## src/rtl/mix_columns_seq.sv

```systemverilog
// -----------------------------------------------------------------------------
// mix_columns_seq
//   Sequential AES MixColumns / InvMixColumns engine for the iterative round
//   datapath (between (Inv)ShiftRows and AddRoundKey). A 128-bit state is
//   accepted under a valid/ready handshake together with a mode bit, then
//   COLS_PER_CYC columns are transformed per cycle. The finished state is
//   registered onto data_out one cycle after the last compute cycle and held
//   until the consumer takes it.
//
//   State byte layout: data_*[0:127], bit 0 is the MSB, byte(row r, col c)
//   lives at [32*r + 8*c +: 8].
//
// Ports
//   clk        in   rising-edge clock
//   rst        in   synchronous active-high reset
//   in_valid   in   data_in / inv_in valid
//   in_ready   out  engine can accept a block (combinational)
//   data_in    in   128-bit input state
//   inv_in     in   0 = MixColumns, 1 = InvMixColumns (latched per block)
//   out_valid  out  data_out valid
//   out_ready  in   consumer accepts data_out
//   data_out   out  128-bit result state
//   busy       out  high while columns are being computed
// -----------------------------------------------------------------------------
module mix_columns_seq #(
  parameter int COLS_PER_CYC = 1
) (
  input  logic         clk,
  input  logic         rst,
  input  logic         in_valid,
  output logic         in_ready,
  input  logic [0:127] data_in,
  input  logic         inv_in,
  output logic         out_valid,
  input  logic         out_ready,
  output logic [0:127] data_out,
  output logic         busy
);

  localparam int NCYC = 4 / COLS_PER_CYC;
  // col_cnt value seen during the final compute cycle of a block.
  localparam logic [2:0] LAST_COL = 3'((NCYC - 1) * COLS_PER_CYC);
  localparam logic [2:0] STEP     = 3'(COLS_PER_CYC);

  generate
    if (!(COLS_PER_CYC == 1 || COLS_PER_CYC == 2 || COLS_PER_CYC == 4)) begin : g_bad_cols
      $error("mix_columns_seq: COLS_PER_CYC must be 1, 2 or 4");
    end
  endgenerate

  // WB is the cycle that copies the finished work register onto data_out.
  typedef enum logic [1:0] {IDLE, BUSY, WB, DONE} state_e;

  // ---------------------------------------------------------------------------
  // GF(2^8) arithmetic, polynomial x^8+x^4+x^3+x+1
  // ---------------------------------------------------------------------------
  function automatic logic [7:0] xtime(input logic [7:0] b);
    return {b[6:0], 1'b0} ^ (b[7] ? 8'h1b : 8'h00);
  endfunction

  function automatic logic [7:0] gmul(input logic [7:0] b, input logic [3:0] k);
    logic [7:0] x2, x4, x8;
    x2 = xtime(b);
    x4 = xtime(x2);
    x8 = xtime(x4);
    case (k)
      4'h1:    return b;
      4'h2:    return x2;
      4'h3:    return x2 ^ b;
      4'h9:    return x8 ^ b;
      4'hb:    return x8 ^ x2 ^ b;
      4'hd:    return x8 ^ x4 ^ b;
      4'he:    return x8 ^ x4 ^ x2;
      default: return 8'h00;
    endcase
  endfunction

  // Replace column c of state s with its (Inv)MixColumns transform.
  // Row i uses the coefficient row rotated right by i.
  function automatic logic [0:127] mix_at(input logic [0:127] s, input int c, input logic inv);
    logic [0:127] res;
    logic [7:0]   a [4];
    logic [3:0]   coef [4];
    logic [7:0]   acc;
    res = s;
    if (inv) begin
      coef[0] = 4'he; coef[1] = 4'hb; coef[2] = 4'hd; coef[3] = 4'h9;
    end else begin
      coef[0] = 4'h2; coef[1] = 4'h3; coef[2] = 4'h1; coef[3] = 4'h1;
    end
    for (int r = 0; r < 4; r++) a[r] = s[32*r + 8*c +: 8];
    for (int i = 0; i < 4; i++) begin
      acc = 8'h00;
      for (int j = 0; j < 4; j++) acc = acc ^ gmul(a[j], coef[(j - i + 4) % 4]);
      res[32*i + 8*c +: 8] = acc;
    end
    return res;
  endfunction

  // ---------------------------------------------------------------------------
  // State
  // ---------------------------------------------------------------------------
  state_e       state_q, state_d;
  logic [2:0]   col_cnt_q, col_cnt_d;
  logic [0:127] work_q, work_d;
  logic         inv_q, inv_d;
  logic         out_valid_q, out_valid_d;
  logic [0:127] data_out_q, data_out_d;
  logic [0:127] mixed;

  // Work register with this cycle's columns replaced.
  always_comb begin
    mixed = work_q;
    for (int k = 0; k < COLS_PER_CYC; k++) begin
      mixed = mix_at(mixed, (int'(col_cnt_q) + k) % 4, inv_q);
    end
  end

  always_comb begin
    // NOTE: every signal driven here gets a default first, so no path leaves
    // it unassigned and no latch is inferred.
    state_d     = state_q;
    col_cnt_d   = col_cnt_q;
    work_d      = work_q;
    inv_d       = inv_q;
    out_valid_d = out_valid_q;
    data_out_d  = data_out_q;
    in_ready    = 1'b0;
    busy        = 1'b0;

    case (state_q)
      IDLE: in_ready = 1'b1;
      BUSY: begin
        busy      = 1'b1;
        work_d    = mixed;
        col_cnt_d = col_cnt_q + STEP;
        if (col_cnt_q == LAST_COL) state_d = WB;
      end
      WB: begin
        out_valid_d = 1'b1;
        data_out_d  = work_q;
        state_d     = DONE;
      end
      DONE: begin
        in_ready = out_ready;
        if (out_ready) begin
          out_valid_d = 1'b0;
          state_d     = IDLE;
        end
      end
      default: state_d = IDLE;
    endcase

    // Accept overrides the per-state next state (covers DONE back-to-back).
    if (in_valid && in_ready) begin
      state_d   = BUSY;
      work_d    = data_in;
      inv_d     = inv_in;
      col_cnt_d = 3'd0;
    end
  end

  // NOTE: sequential state uses non-blocking assignments so every register
  // samples the pre-edge values regardless of statement order.
  always_ff @(posedge clk) begin
    if (rst) begin
      state_q     <= IDLE;
      col_cnt_q   <= 3'd0;
      work_q      <= '0;
      inv_q       <= 1'b0;
      out_valid_q <= 1'b0;
      data_out_q  <= '0;
    end else begin
      state_q     <= state_d;
      col_cnt_q   <= col_cnt_d;
      work_q      <= work_d;
      inv_q       <= inv_d;
      out_valid_q <= out_valid_d;
      data_out_q  <= data_out_d;
    end
  end

  assign out_valid = out_valid_q;
  assign data_out  = data_out_q;

endmodule
```

## config.mk

```make
export PLATFORM = sky130hd
export DESIGN_NAME = mix_columns_seq
export DESIGN_NICKNAME = d
export VERILOG_FILES = /design/src/rtl/mix_columns_seq.sv
export SDC_FILE = /design/constraint.sdc
export NUM_CORES = 1
export LEC_CHECK = 0
export BUFFER_PORTS_ARGS = -buffer_cell sky130_fd_sc_hd__clkbuf_2
export CAP_MARGIN = 20
export CORE_UTILIZATION = 50
export DETAILED_ROUTE_END_ITERATION = 16
export GPL_ROUTABILITY_DRIVEN = 1
export PLACE_DENSITY = 0.77
export REMOVE_ABC_BUFFERS = 1
export SKIP_LAST_GASP = 1
export SLEW_MARGIN = 20
export SYNTH_ARGS = -nofsm -noshare
export SYNTH_HDL_FRONTEND = slang
export SYNTH_SLANG_ARGS = --single-unit
```

## constraint.sdc

```tcl
create_clock -name clk -period 3 [get_ports clk]
set_input_delay 0.15 -clock clk [delete_from_list [all_inputs] [get_ports clk]]
set_output_delay 0.15 -clock clk [all_outputs]
set_load 0.005 [all_outputs]
```

# Word level (Yosys, flattened, before mapping)
# Index checks and enable logic that the tools add are counted.
dict set report op_classes {
  add_sub_neg 8
  mul 0
  div 0
  order_cmp 0
  n_eq_ne 36
  shift 12
  n_mux 43
  n_bitwise 56
  reduce_logical 10
}
# operator count
set ops {}
lappend ops {{one-hot mux 8 bit (7 select lines)} 16}
lappend ops {{variable shift 129 x 33 -> 128 bit (first input constant)} 4}
lappend ops {{variable part select 128 x 32 -> 129 bit} 4}
lappend ops {{variable part select 129 x 33 -> 128 bit} 4}
lappend ops {{bitwise mux 128 bit} 4}
lappend ops {{bitwise XOR 8 bit} 40}
lappend ops {{two-way mux 128 bit} 2}
lappend ops {{negator 32 -> 33 bit} 4}
lappend ops {{bitwise XOR 8 x 5 -> 8 bit} 12}
lappend ops {{== test 4 bit (second input constant)} 16}
lappend ops {{inverter 8 -> 32 bit} 2}
lappend ops {{two-way mux 5 bit} 12}
lappend ops {{== test 4 x 2 -> 1 bit (second input constant)} 8}
lappend ops {{inverter 5 -> 32 bit} 1}
lappend ops {{inverter 7 -> 32 bit} 1}
lappend ops {{adder 7 x 5 -> 8 bit (first input constant)} 2}
lappend ops {{== test 4 x 1 -> 1 bit (second input constant)} 4}
lappend ops {{two-way mux 16 bit} 1}
lappend ops {{adder 6 x 5 -> 7 bit (first input constant)} 1}
lappend ops {{inequality test 3 bit (second input constant)} 2}
lappend ops {{one-hot mux 2 bit (3 select lines)} 1}
lappend ops {{AND reduction 3 bit} 2}
lappend ops {{== test 2 bit (second input constant)} 2}
lappend ops {{two-way mux 2 bit} 2}
lappend ops {{other kinds (13)} 18}
dict set report word_totals {
  regBits 263
  latch_bits 0
  ramBits 0
  rom_bits 0
  inputBits 133
  output_inout_bits 131
  elab_cells 172
  mem_count 0
}

# Depth between registers and ports, before layout
# Gate-level depths: netlist of run 1.
dict set report logic_depth {
  depth_word 22
  depth_mapped 12
  mapped_depth_nobuf 9
}

# Worst setup path before layout of run 1
# No wires, ideal clock.
dict set report synth_path {
  path_kind {register to register}
  from {register col_cnt_q[1]}
  to {register work_q[78] (netlist bit)}
  setup_ps 76
  arrival_ps 2937
  t_required_ps 2924
  path_slack_ps -13
  path_stages_with_launch 10
  path_buffers 2
  period_less_slack_ps 3013
  path_cell_list {dfxtp_1 > buf_4 > mux4_2 > buf_4 > xor2_1 > xnor3_2 > xnor2_1 > mux2_2 > xnor3_1 > o22ai_1}
}
dict set report synth_between {
  elab_chain_cells 20
  word_cells_on_any_way 109
  cone_classes {add/sub: 7; shift: 12; mux: 34; bitwise: 56}
}
# element line_no
set synth_lines {}
lappend synth_lines {{start: declaration} 104} ;# logic [2:0] col_cnt_q, col_cnt_d;
lappend synth_lines {{start signal: assignment} 175} ;# col_cnt_q <= col_cnt_d;
lappend synth_lines {{adder 6 x 5 -> 7 bit} {91, 95}}
lappend synth_lines {{inverter 7 -> 32 bit (implied by the code)} {91, 95}}
lappend synth_lines {{variable part select 128 x 32 -> 129 bit} 91} ;# for (int r = 0; r < 4; r++) a[r] = s[32*r + 8*c +: 8];
lappend synth_lines {{bitwise XOR 8 x 5 -> 8 bit / two-way mux 5 bit (equally long branches) (2 in series)} 58} ;# return {b[6:0], 1'b0} ^ (b[7] ? 8'h1b : 8'h00);
lappend synth_lines {{two-way mux 5 bit / bitwise XOR 8 x 5 -> 8 bit (equally long branches)} 58}
lappend synth_lines {{bitwise XOR 8 x 5 -> 8 bit} 58}
lappend synth_lines {{bitwise XOR 8 bit (on tied branches)} {72, 73, 71}}
lappend synth_lines {{bitwise XOR 8 bit (on tied branches)} {73, 71, 72}}
lappend synth_lines {{one-hot mux 8 bit (7 select lines)} 66} ;# case (k)
lappend synth_lines {{bitwise XOR 8 bit (3 in series)} 94} ;# for (int j = 0; j < 4; j++) acc = acc ^ gmul(a[j], coef[(j - i + 4) % 4]);
lappend synth_lines {{variable part select 129 x 33 -> 128 bit} 95} ;# res[32*i + 8*c +: 8] = acc;
lappend synth_lines {{bitwise mux 128 bit (3 in series)} 95}
lappend synth_lines {{bitwise mux 128 bit (*)} 95}
lappend synth_lines {{two-way mux 128 bit (*)} 131} ;# case (state_q)
lappend synth_lines {{two-way mux 128 bit (*)} 155} ;# if (in_valid && in_ready) begin
lappend synth_lines {{end signal: assignment} 176} ;# work_q <= work_d;
lappend synth_lines {{end: declaration} 105} ;# logic [0:127] work_q, work_d;
# Every way passes the cells marked *; elsewhere a longest branch is shown, timed or not. The select of a mux whose other input is x is not followed.
# A chain may end at the register's enable or synchronous reset.

# Worst setup path in the final report of run 1
dict set report layout_path {
  from {register col_cnt_q[0]}
  to {register work_q[3] (netlist bit)}
}
# Same word-level chain as after synthesis.

==> results.sh, run 1 <==
export IMPL_cp_start_kind="register"
export IMPL_crit_type="reg -> reg"
export IMPL_vias=12228
export IMPL_rsz0062_at_grt="yes"
export IMPL_route_detailed_drc=0
export IMPL_worstMarginPinSlew_ps=1099
export IMPL_grt_max_degree=133
export IMPL_clk_latency_ps=540
export IMPL_ios=264
export IMPL_leakage_nw=7.547
export IMPL_max_slew_margin=0.2631
export IMPL_period_share=1.019
export IMPL_synth_cells=1347
export IMPL_worst_slack_ps=-57.94
export IMPL_muxShareOfSynthArea=0.1576
export IMPL_layout_common_cells="clkbuf_2 (262), dfxtp_1 (261), nor2_1 (136), mux2i_1 (132), dlygate4sd3_1 (130)"
export IMPL_yosys_area_share_simple=0.1340
export IMPL_firstDrtPassIters=5
export IMPL_finalSetupViolCount=7
export IMPL_total_power_w=0.02482
export IMPL_cts_sinks=263
export IMPL_dieArea_sq_mm=0.02670
export IMPL_hold_ws_ps=59.32
export IMPL_drt_iter0_drc=1100
export IMPL_cp_max_fo=6
export IMPL_crit_path_end_kind="register"
export IMPL_p_per_area_mw_per_mm2=1383
export IMPL_syn_area_sq_mm=0.01303
export IMPL_yosysSeqAreaShare=0.4041
export IMPL_place_hpwl_um=26750
export IMPL_drive_gt1_frac=0.2970
export IMPL_fp_row_count=58
export IMPL_violations="negative setup slack"
export IMPL_synthAdderAreaFrac=0.009604
export IMPL_die_h_um=163.4
export IMPL_core_area_sq_mm=0.02540
export IMPL_dpl_cell_count=1939
export IMPL_synthArstFlopShare=0
export IMPL_synth_edf_count=0
export IMPL_fill_cells=1771
export IMPL_cts_root_buf="clkbuf_16"
export IMPL_grt_total_usage=0.3048
export IMPL_placed_cell_area_sq_mm=0.01530
export IMPL_status="complete, but fails checks"
export IMPL_gp_congestion=0.8933
export IMPL_post_drt_wl_per_cell_um=19.57
export IMPL_via_per_inst=5.727
export IMPL_worst_ep_required_time_ps=3400
export IMPL_hp_class="in -> reg"
export IMPL_ys_ff_latch=263
export IMPL_cts_tree="yes"
export IMPL_synthXorXnorAreaFrac=0.1572
export IMPL_synth_compound_area_frac=0.09729
export IMPL_cts_buffers=28
export IMPL_synth_top_family_by_area="multiplexers"
export IMPL_die_w_um=163.4
export IMPL_period_minus_slack_ps=3058
export IMPL_finClkSkew_ps=11.06
export IMPL_final_area_sq_mm=0.01794
export IMPL_port_buffers=263
export IMPL_ys_dominant_reg_cell="dfxtp_1"
export IMPL_mostFrequentLayoutCell="clkbuf_2"
export IMPL_instances_no_fill=2135
export IMPL_cts_buffer_depth=3
export IMPL_max_freq_ghz=0.3270
export IMPL_areaGrowthSynthToFinish_pct=37.74
export IMPL_routed_wl_um=41770
export IMPL_drt_antenna_violating_nets=0
export IMPL_ir_drop_uv=865.5
export IMPL_clkSlewWorstSetupHoldPaths_ps=60
export IMPL_antenna_found_initial=0
export IMPL_final_max_slew_viol_count=0
export IMPL_overflow=0
export IMPL_synth_distinct_cells=35
export IMPL_antenna_cells=0
export IMPL_h_tree_depth=1
export IMPL_yosysWarningCount=0
export IMPL_grt_pass1_wl_um=64180
export IMPL_nets=1932
export IMPL_cp_arrival_ps=3460
export IMPL_hold_violations=0
export IMPL_yosysTopAreaCellShare=0.4041
export IMPL_yosysTopAreaCell="dfxtp_1"
export IMPL_drv_cap=0
export IMPL_syn_avg_cell_area_sq_um=9.671
export IMPL_synthTopCellsByArea="dfxtp_1 (40%), mux2i_1 (10%), xnor2_1 (6.9%)"
export IMPL_grt_pass1_vias=11909
export IMPL_initial_core_util=0.5129
repair_timing:
item	4_1_cts	5_1_grt
pin swaps	1	19
hold buffers	130	0
setup buffers	0	20
setup endpoints to repair	68	94
hold endpoints to repair	130	0
gates resized for setup	12	29
cell usage after synthesis (3+ instances only):
master and instances:
a21oi_1 87, a31oi_1 44, and3_1 84, buf_1 17, buf_2 7, buf_4 3, buf_6 4, clkbuf_1 83
dfxtp_1 263, ha_1 10, inv_1 8, mux2i_1 132, mux4_2 32, nand2_1 109, nand2b_1 4, nand3_1 44
nor2_1 137, nor3_1 4, o22ai_1 85, xnor2_1 103, xnor2_2 18, xnor2_4 6, xnor3_1 13, xor2_1 36
worst paths after layout:
check                    start      endpoint  slack, ps  cells after the start
setup / recovery  col_cnt_q[0]     work_q[3]        -60                      9
hold / removal        in_valid  col_cnt_q[1]         60                      3
setup reg to reg  col_cnt_q[0]     work_q[3]        -60                      9
hold reg to reg   data_out[70]  data_out[70]        490                      2
critical path: stages, from the launching register on:
cell and delay (ps):
dfxtp_4 410, buf_4 160, mux4_2 550, xor2_2 240, xnor3_2 560, xor2_2 220, xnor2_1 190, nand2_2 170
xnor2_4 290, o22ai_1 130
sequential cells by signal, summed over array words and instances, names as in the netlist:
name       count
inv_q          1
data_out     128
state_q        2
col_cnt_q      3
out_valid      1
work_q       128
through the flow:
step                setup slack, ps  setup TNS (ps)  utilization
finish                       -57.94          -178.5       0.7065
detailed placement           -139.2           -3967       0.6022
global route                 -129.6           -3738       0.7065
floorplan                     -2393         -462100            -
global placement             -32.98          -376.7       0.6022
CTS                           7.938               0       0.6922
metal layers:
metal	track usage	share of wire	up-vias
li1	-	-	5621
met1	0.4118	0.41	5809
met2	0.4938	0.47	694
met3	0.04571	0.088	104
met4	0.1075	0.029	0
met5	0	0	-
cells by family (layout without fill, tap and decap cells):
logic type,count (synthesis),after routing
AND/OR/NAND/NOR,387,387
flip-flops,263,263
AO/OA/AOI/OAI,219,219
XOR/XNOR,180,180
multiplexers,165,165
buffers and inverters,123,581
adder cells (fa/ha/maj),10,10
final cells by class:
class                   count  area, sq um  share of cell area
multi-input cells         961         7559              0.4212
clock buffers              38        819.5             0.04567
clock inverters             8        76.32            0.004254
well taps                 330        412.9             0.02301
flip-flops and latches    263         5273              0.2938
repair buffers            527         3774              0.2103
inverters                   8        30.03            0.001674
power breakdown:
group | internal (W) | switching (W)
registers | 0.00413 | 0.000594
logic | 0.00842 | 0.00828
clock network | 0.00198 | 0.00141
No activity file was read; power rests on OpenSTA's default activity.
==> inputs of run 2 (changes only) <==
Settings changed: CORE_MARGIN from default to 3.
==> run 2 against run 1 <==
Effect of this change: the flow now finishes without violations; design area up 0.91%; die area up 5.0%; sequential cell count is the same; combinational power rose by 2%; total power grew 2.5%; clock skew is 2.5 ps higher; via count increased by 0.83%; sequential power hardly changed; final cell count increased by 0.19%; global-route usage decreased by 1.5 points; critical path type unchanged; critical endpoint is now work_q[43]; largest power group unchanged; highest routed layer unchanged.
==> results.sh, run 2 (synthesis gave the netlist of run 1 again) <==
export IMPL_status="finished clean"
export IMPL_vias=12330
export IMPL_grt_total_usage=0.2901
export IMPL_cts_root_buf="clkbuf_16"
export IMPL_rr_worst_depth=9
export IMPL_p_per_area_mw_per_mm2=1405
export IMPL_reg2reg_to="work_q[43]"
export IMPL_min_delay_start="rst"
export IMPL_final_max_slew_viol_count=0
export IMPL_drv_cap=0
export IMPL_finClkSkew_ps=13.58
export IMPL_initial_core_util=0.5129
export IMPL_grt_pass1_vias=12235
export IMPL_cts_buffer_depth=3
export IMPL_holdPathEnd="out_valid"
export IMPL_place_hpwl_um=27860
export IMPL_die_h_um=167.4
export IMPL_grt_max_degree=131
export IMPL_gp_congestion=0.8934
export IMPL_cp_start_kind="register"
export IMPL_placed_cell_area_sq_mm=0.01528
export IMPL_whs_path_depth=2
export IMPL_drt_iter0_drc=1219
export IMPL_clkSlewWorstSetupHoldPaths_ps=60
export IMPL_ios=264
export IMPL_clk_latency_ps=550
export IMPL_max_freq_ghz=0.3344
export IMPL_cts_sinks=263
export IMPL_post_route_util=0.7129
export IMPL_worstMarginPinSlew_ps=1153
export IMPL_max_slew_margin=0.2270
export IMPL_ir_drop_uv=854.8
export IMPL_post_drt_wl_per_cell_um=20.32
export IMPL_drt_antenna_violating_nets=0
export IMPL_die_w_um=167.4
export IMPL_cts_tree="yes"
export IMPL_instances_no_fill=2139
export IMPL_nets=1933
export IMPL_hold_violations=0
export IMPL_crit_path_end_kind="register"
export IMPL_final_area_sq_mm=0.01811
export IMPL_via_per_inst=5.764
export IMPL_port_buffers=263
export IMPL_firstDrtPassIters=6
export IMPL_r2r_start="col_cnt_q[0]"
export IMPL_cp_max_fo=9
export IMPL_layout_common_cells="clkbuf_2 (262), dfxtp_1 (261), nor2_1 (136), mux2i_1 (132), dlygate4sd3_1 (130)"
export IMPL_period_share=0.9967
export IMPL_drive_gt1_frac=0.3007
export IMPL_total_power_w=0.02544
export IMPL_cts_buffers=28
export IMPL_hp_class="in -> reg"
export IMPL_hold_ws_ps=96.88
export IMPL_route_detailed_drc=0
export IMPL_routed_wl_um=43480
export IMPL_finalSetupViolCount=0
export IMPL_dieArea_sq_mm=0.02803
export IMPL_h_tree_depth=1
export IMPL_ff2ff_setup_slack_ps=10
export IMPL_dpl_cell_count=1940
export IMPL_fill_cells=1739
export IMPL_antenna_cells=0
export IMPL_overflow=0
export IMPL_mostFrequentLayoutCell="clkbuf_2"
export IMPL_grt_pass1_wl_um=66570
export IMPL_antenna_found_initial=0
export IMPL_rsz0062_at_grt="yes"
export IMPL_worst_ep_required_time_ps=3420
export IMPL_core_area_sq_mm=0.02540
export IMPL_cp_arrival_ps=3410
export IMPL_leakage_nw=7.622
export IMPL_period_minus_slack_ps=2990
export IMPL_areaGrowthSynthToFinish_pct=38.99
export IMPL_fp_row_count=58
export IMPL_crit_type="reg -> reg"
## run 2: cell count changes in the layout (fill, tap and decap cells not counted), sizes merged
cell | previous run | this run
clkinv | 4 | 3
clkinvlp | 3 | 0
buf | 134 | 135
clkbuf | 301 | 304
inv | 8 | 9
bufinv | 1 | 4
## run 2: worst max-delay path by stage
stage	startpoint	to	slack, ps	depth (start not counted)
CTS	col_cnt_q[0]	work_q[106]	0.8	10
global placement	col_cnt_q[0]	work_q[97]	-170	9
finish	col_cnt_q[0]	work_q[43]	10	9
detailed placement	col_cnt_q[0]	work_q[121]	-290	9
global route	col_cnt_q[0]	work_q[72]	-110	12
floorplan	state_q[0]	out_valid	-2390	4
## run 2: area by class of cell
cell class | instances | area (sq um) | area share
Clock buffer | 41 | 820.8 | 0.04533
Clock inverter | 8 | 143.9 | 0.007946
Inverter | 8 | 30.03 | 0.001658
Multi-Input combinational cell | 961 | 7624 | 0.4210
Sequential cell | 263 | 5273 | 0.2912
Tap cell | 330 | 412.9 | 0.02280
Timing Repair Buffer | 528 | 3804 | 0.2101
## run 2: layer usage
| metal | GRT usage | vias to the layer above | wire length, um |
|---|---|---|---|
| li1 | - | 5613 | - |
| met1 | 0.3894 | 5835 | 17270 |
| met2 | 0.4790 | 753 | 20560 |
| met3 | 0.04934 | 129 | 4178 |
| met4 | 0.09605 | 0 | 1469 |
| met5 | 0 | - | 0 |
## run 2: repair_timing
item	CTS	global route
setup endpoints to repair	125	111
hold endpoints to repair	130	0
pin swaps	1	25
buffers inserted	6	14
resized for setup	8	49
hold buffers	130	0
## run 2: metrics by stage
stage,setup WS [ps],TNS [ps]
2_1_floorplan,-2393,-462100
4_1_cts,0.7865,0
5_1_grt,-112.1,-3454
3_3_place_gp,-170.7,-11380
3_5_place_dp,-291.8,-20520
6_report,9.993,0
## run 2: report_power, final
| group | leakage (nW) | switching, W | internal, W |
|---|---|---|---|
| registers | 2.14 | 0.000579 | 0.00413 |
| logic | 5.01 | 0.00851 | 0.00857 |
| clock network | 0.474 | 0.00143 | 0.00223 |
| total | 7.62 | 0.0105 | 0.0149 |
## run 2: critical path, cell delays in order (launching register included)
cell and delay (ps):
dfxtp_4 380, buf_12 130, buf_4 190, buf_4 160
mux4_2 630, xnor2_4 280, xor2_1 330, xor2_1 440
xnor2_4 190, o22ai_1 120
==> inputs of run 3 (changes only) <==
Settings changed: CORE_MARGIN 3 to 2, MAX_ROUTING_LAYER from default to met4.
==> run 3 against run 2 <==
Effect of this change: the run now ends with negative setup slack left; routed wire length down 1.6%; total power down 2.2%; fmax down 0.80%; sequential share of layout area up 0.24 points; clock power down 3%; final cell count down 0.14%; largest power group unchanged.
==> results.sh, run 3 (synthesis gave the netlist of run 1 again) <==
export IMPL_ios=264
export IMPL_grt_pass1_vias=12090
export IMPL_crit_type="reg -> reg"
export IMPL_cts_buffers=27
export IMPL_gp_congestion=0.9445
export IMPL_cts_buffer_depth=3
export IMPL_max_freq_ghz=0.3318
export IMPL_worstMarginPinSlew_ps=699.4
export IMPL_die_w_um=165.4
export IMPL_cp_start_kind="register"
export IMPL_grt_max_degree=146
export IMPL_cts_tree="yes"
export IMPL_max_slew_margin=0.5338
export IMPL_total_power_w=0.02489
export IMPL_placed_cell_area_sq_mm=0.01522
export IMPL_hold_violations=0
export IMPL_die_h_um=165.4
export IMPL_port_buffers=263
export IMPL_place_hpwl_um=26680
export IMPL_post_drt_wl_per_cell_um=20.02
export IMPL_ir_drop_uv=812.2
export IMPL_final_seq_area_sq_mm=0.005273
export IMPL_cp_arrival_ps=3410
export IMPL_hp_class="in -> reg"
export IMPL_antenna_found_initial=1
export IMPL_fill_cells=1833
export IMPL_final_max_slew_viol_count=0
export IMPL_violations="negative setup slack"
export IMPL_rr_worst_depth=11
export IMPL_rsz0062_at_grt="yes"
export IMPL_overflow=0
export IMPL_cts_sinks=263
export IMPL_via_per_inst=5.754
export IMPL_h_tree_depth=1
export IMPL_status="complete, but fails checks"
export IMPL_layout_common_cells="clkbuf_2 (262), dfxtp_1 (261), nor2_1 (136), mux2i_1 (132), dlygate4sd3_1 (130)"
export IMPL_clkSlewWorstSetupHoldPaths_ps=60
export IMPL_firstDrtPassIters=6
export IMPL_fp_row_count=59
export IMPL_period_minus_slack_ps=3014
export IMPL_worst_slack_ps=-14.03
export IMPL_core_area_sq_mm=0.02584
export IMPL_crit_buf_inv=4
export IMPL_clk_latency_ps=540
export IMPL_cts_root_buf="clkbuf_16"
export IMPL_place_ws_ps=-243.9
export IMPL_crit_path_end_kind="register"
export IMPL_crit_cells=11
export IMPL_final_area_sq_mm=0.01796
export IMPL_finClkSkew_ps=7.134
export IMPL_nets=1923
export IMPL_multi_input_area_sq_mm=0.007556
export IMPL_initial_core_util=0.5042
export IMPL_leakage_nw=7.550
export IMPL_grt_total_usage=0.3090
export IMPL_mostFrequentLayoutCell="clkbuf_2"
export IMPL_areaGrowthSynthToFinish_pct=37.88
export IMPL_cp_max_fo=8
export IMPL_worst_path_max_delay_cell="mux4_2"
export IMPL_route_detailed_drc=0
export IMPL_crit_family="XOR/XNOR gates"
export IMPL_worst_ep_required_time_ps=3390
export IMPL_cpPeakStageDelay_ps=560
export IMPL_routed_wl_um=42770
export IMPL_ff2ff_setup_slack_ps=-10
export IMPL_finalSetupViolCount=8
export IMPL_vias=12291
export IMPL_drive_gt1_frac=0.2956
export IMPL_dieArea_sq_mm=0.02736
export IMPL_grt_pass1_wl_um=64780
export IMPL_p_per_area_mw_per_mm2=1385
export IMPL_drt_antenna_violating_nets=0
export IMPL_drv_cap=0
export IMPL_period_share=1.005
export IMPL_path_cells="buf_12 -> buf_6 -> mux4_2 -> xnor2_4 -> xnor3_2 -> buf_4 -> xnor2_1 -> nand2_1 -> xnor2_1 -> buf_4 -> o22ai_1"
export IMPL_whs_path_depth=2
export IMPL_drt_iter0_drc=1136
[run 3: changes by cell type in the layout (fill, tap and decap cells not counted), moves of 2 or more]
| cell | change |
|---|---|
| buf_4 | -7 |
| buf_6 | -3 |
| clkbuf_1 | -2 |
| clkbuf_8 | +3 |
| nand2_1 | +3 |
| nand2_2 | -3 |
| o22ai_1 | -2 |
| o22ai_2 | +2 |
| xnor2_1 | +2 |
| xnor2_4 | -3 |
[run 3: final timing paths]
kind / end / startpoint
worst max-delay path: work_q[124] / col_cnt_q[0]
worst min register to register: col_cnt_q[2] / col_cnt_q[2]
worst min-delay path: data_out[64] / rst
worst max register to register: work_q[124] / col_cnt_q[0]
[run 3: repair_timing]
item | in CTS | in global routing
setup endpoints to repair | 107 | 89
pin swaps | 2 | 38
gates cloned | 0 | 1
endpoints found under the hold margin | 130 | 0
buffers inserted | 2 | 17
hold buffers | 130 | 0
gates resized for setup | 8 | 36
[run 3: cell type report]
type / count / share of cell area
Tap cell: 335 / 0.02334
Inverter: 8 / 0.001672
Sequential cell: 263 / 0.2935
Clock buffer: 40 / 0.04479
Multi-Input combinational cell: 961 / 0.4207
Clock inverter: 9 / 0.007244
Timing Repair Buffer: 519 / 0.2086
Antenna cell: 1 / 0.0001393
[run 3: stage by stage]
step / setup TNS, ps / hold slack [ps] / utilization / instances
finish: -50.91 / 130.5 / 0.6952 / 2136
global route: -4293 / 158.4 / 0.6952 / 2136
CTS: 0 / 122.6 / 0.6794 / 2117
detailed placement: -10570 / 390.9 / 0.5892 / 1936
global placement: -6803 / 378.3 / 0.5892 / 1936
floorplan: -462100 / 219.1 / - / 1232
[run 3: worst register-to-register path: stages, from the launching register on]
cell	delay (ps)
dfxtp_4	420
buf_12	150
buf_6	110
mux4_2	560
xnor2_4	270
xnor3_2	440
buf_4	180
xnor2_1	170
nand2_1	140
xnor2_1	200
buf_4	150
o22ai_1	70
[run 3: per-layer routing]
| metal | GRT usage | wire [um] | up-vias |
|---|---|---|---|
| met5 | - | 0 | - |
| met4 | 0.09875 | 1246 | 0 |
| met3 | 0.04321 | 3960 | 116 |
| met2 | 0.5161 | 20870 | 737 |
| met1 | 0.3897 | 16690 | 5837 |
| li1 | - | - | 5601 |
[run 3: power breakdown]
part	switching [W]	total [W]	internal, W
sequential	0.000588	0.00472	0.00413
combinational	0.00825	0.0166	0.00839
clock	0.00142	0.00353	0.00211
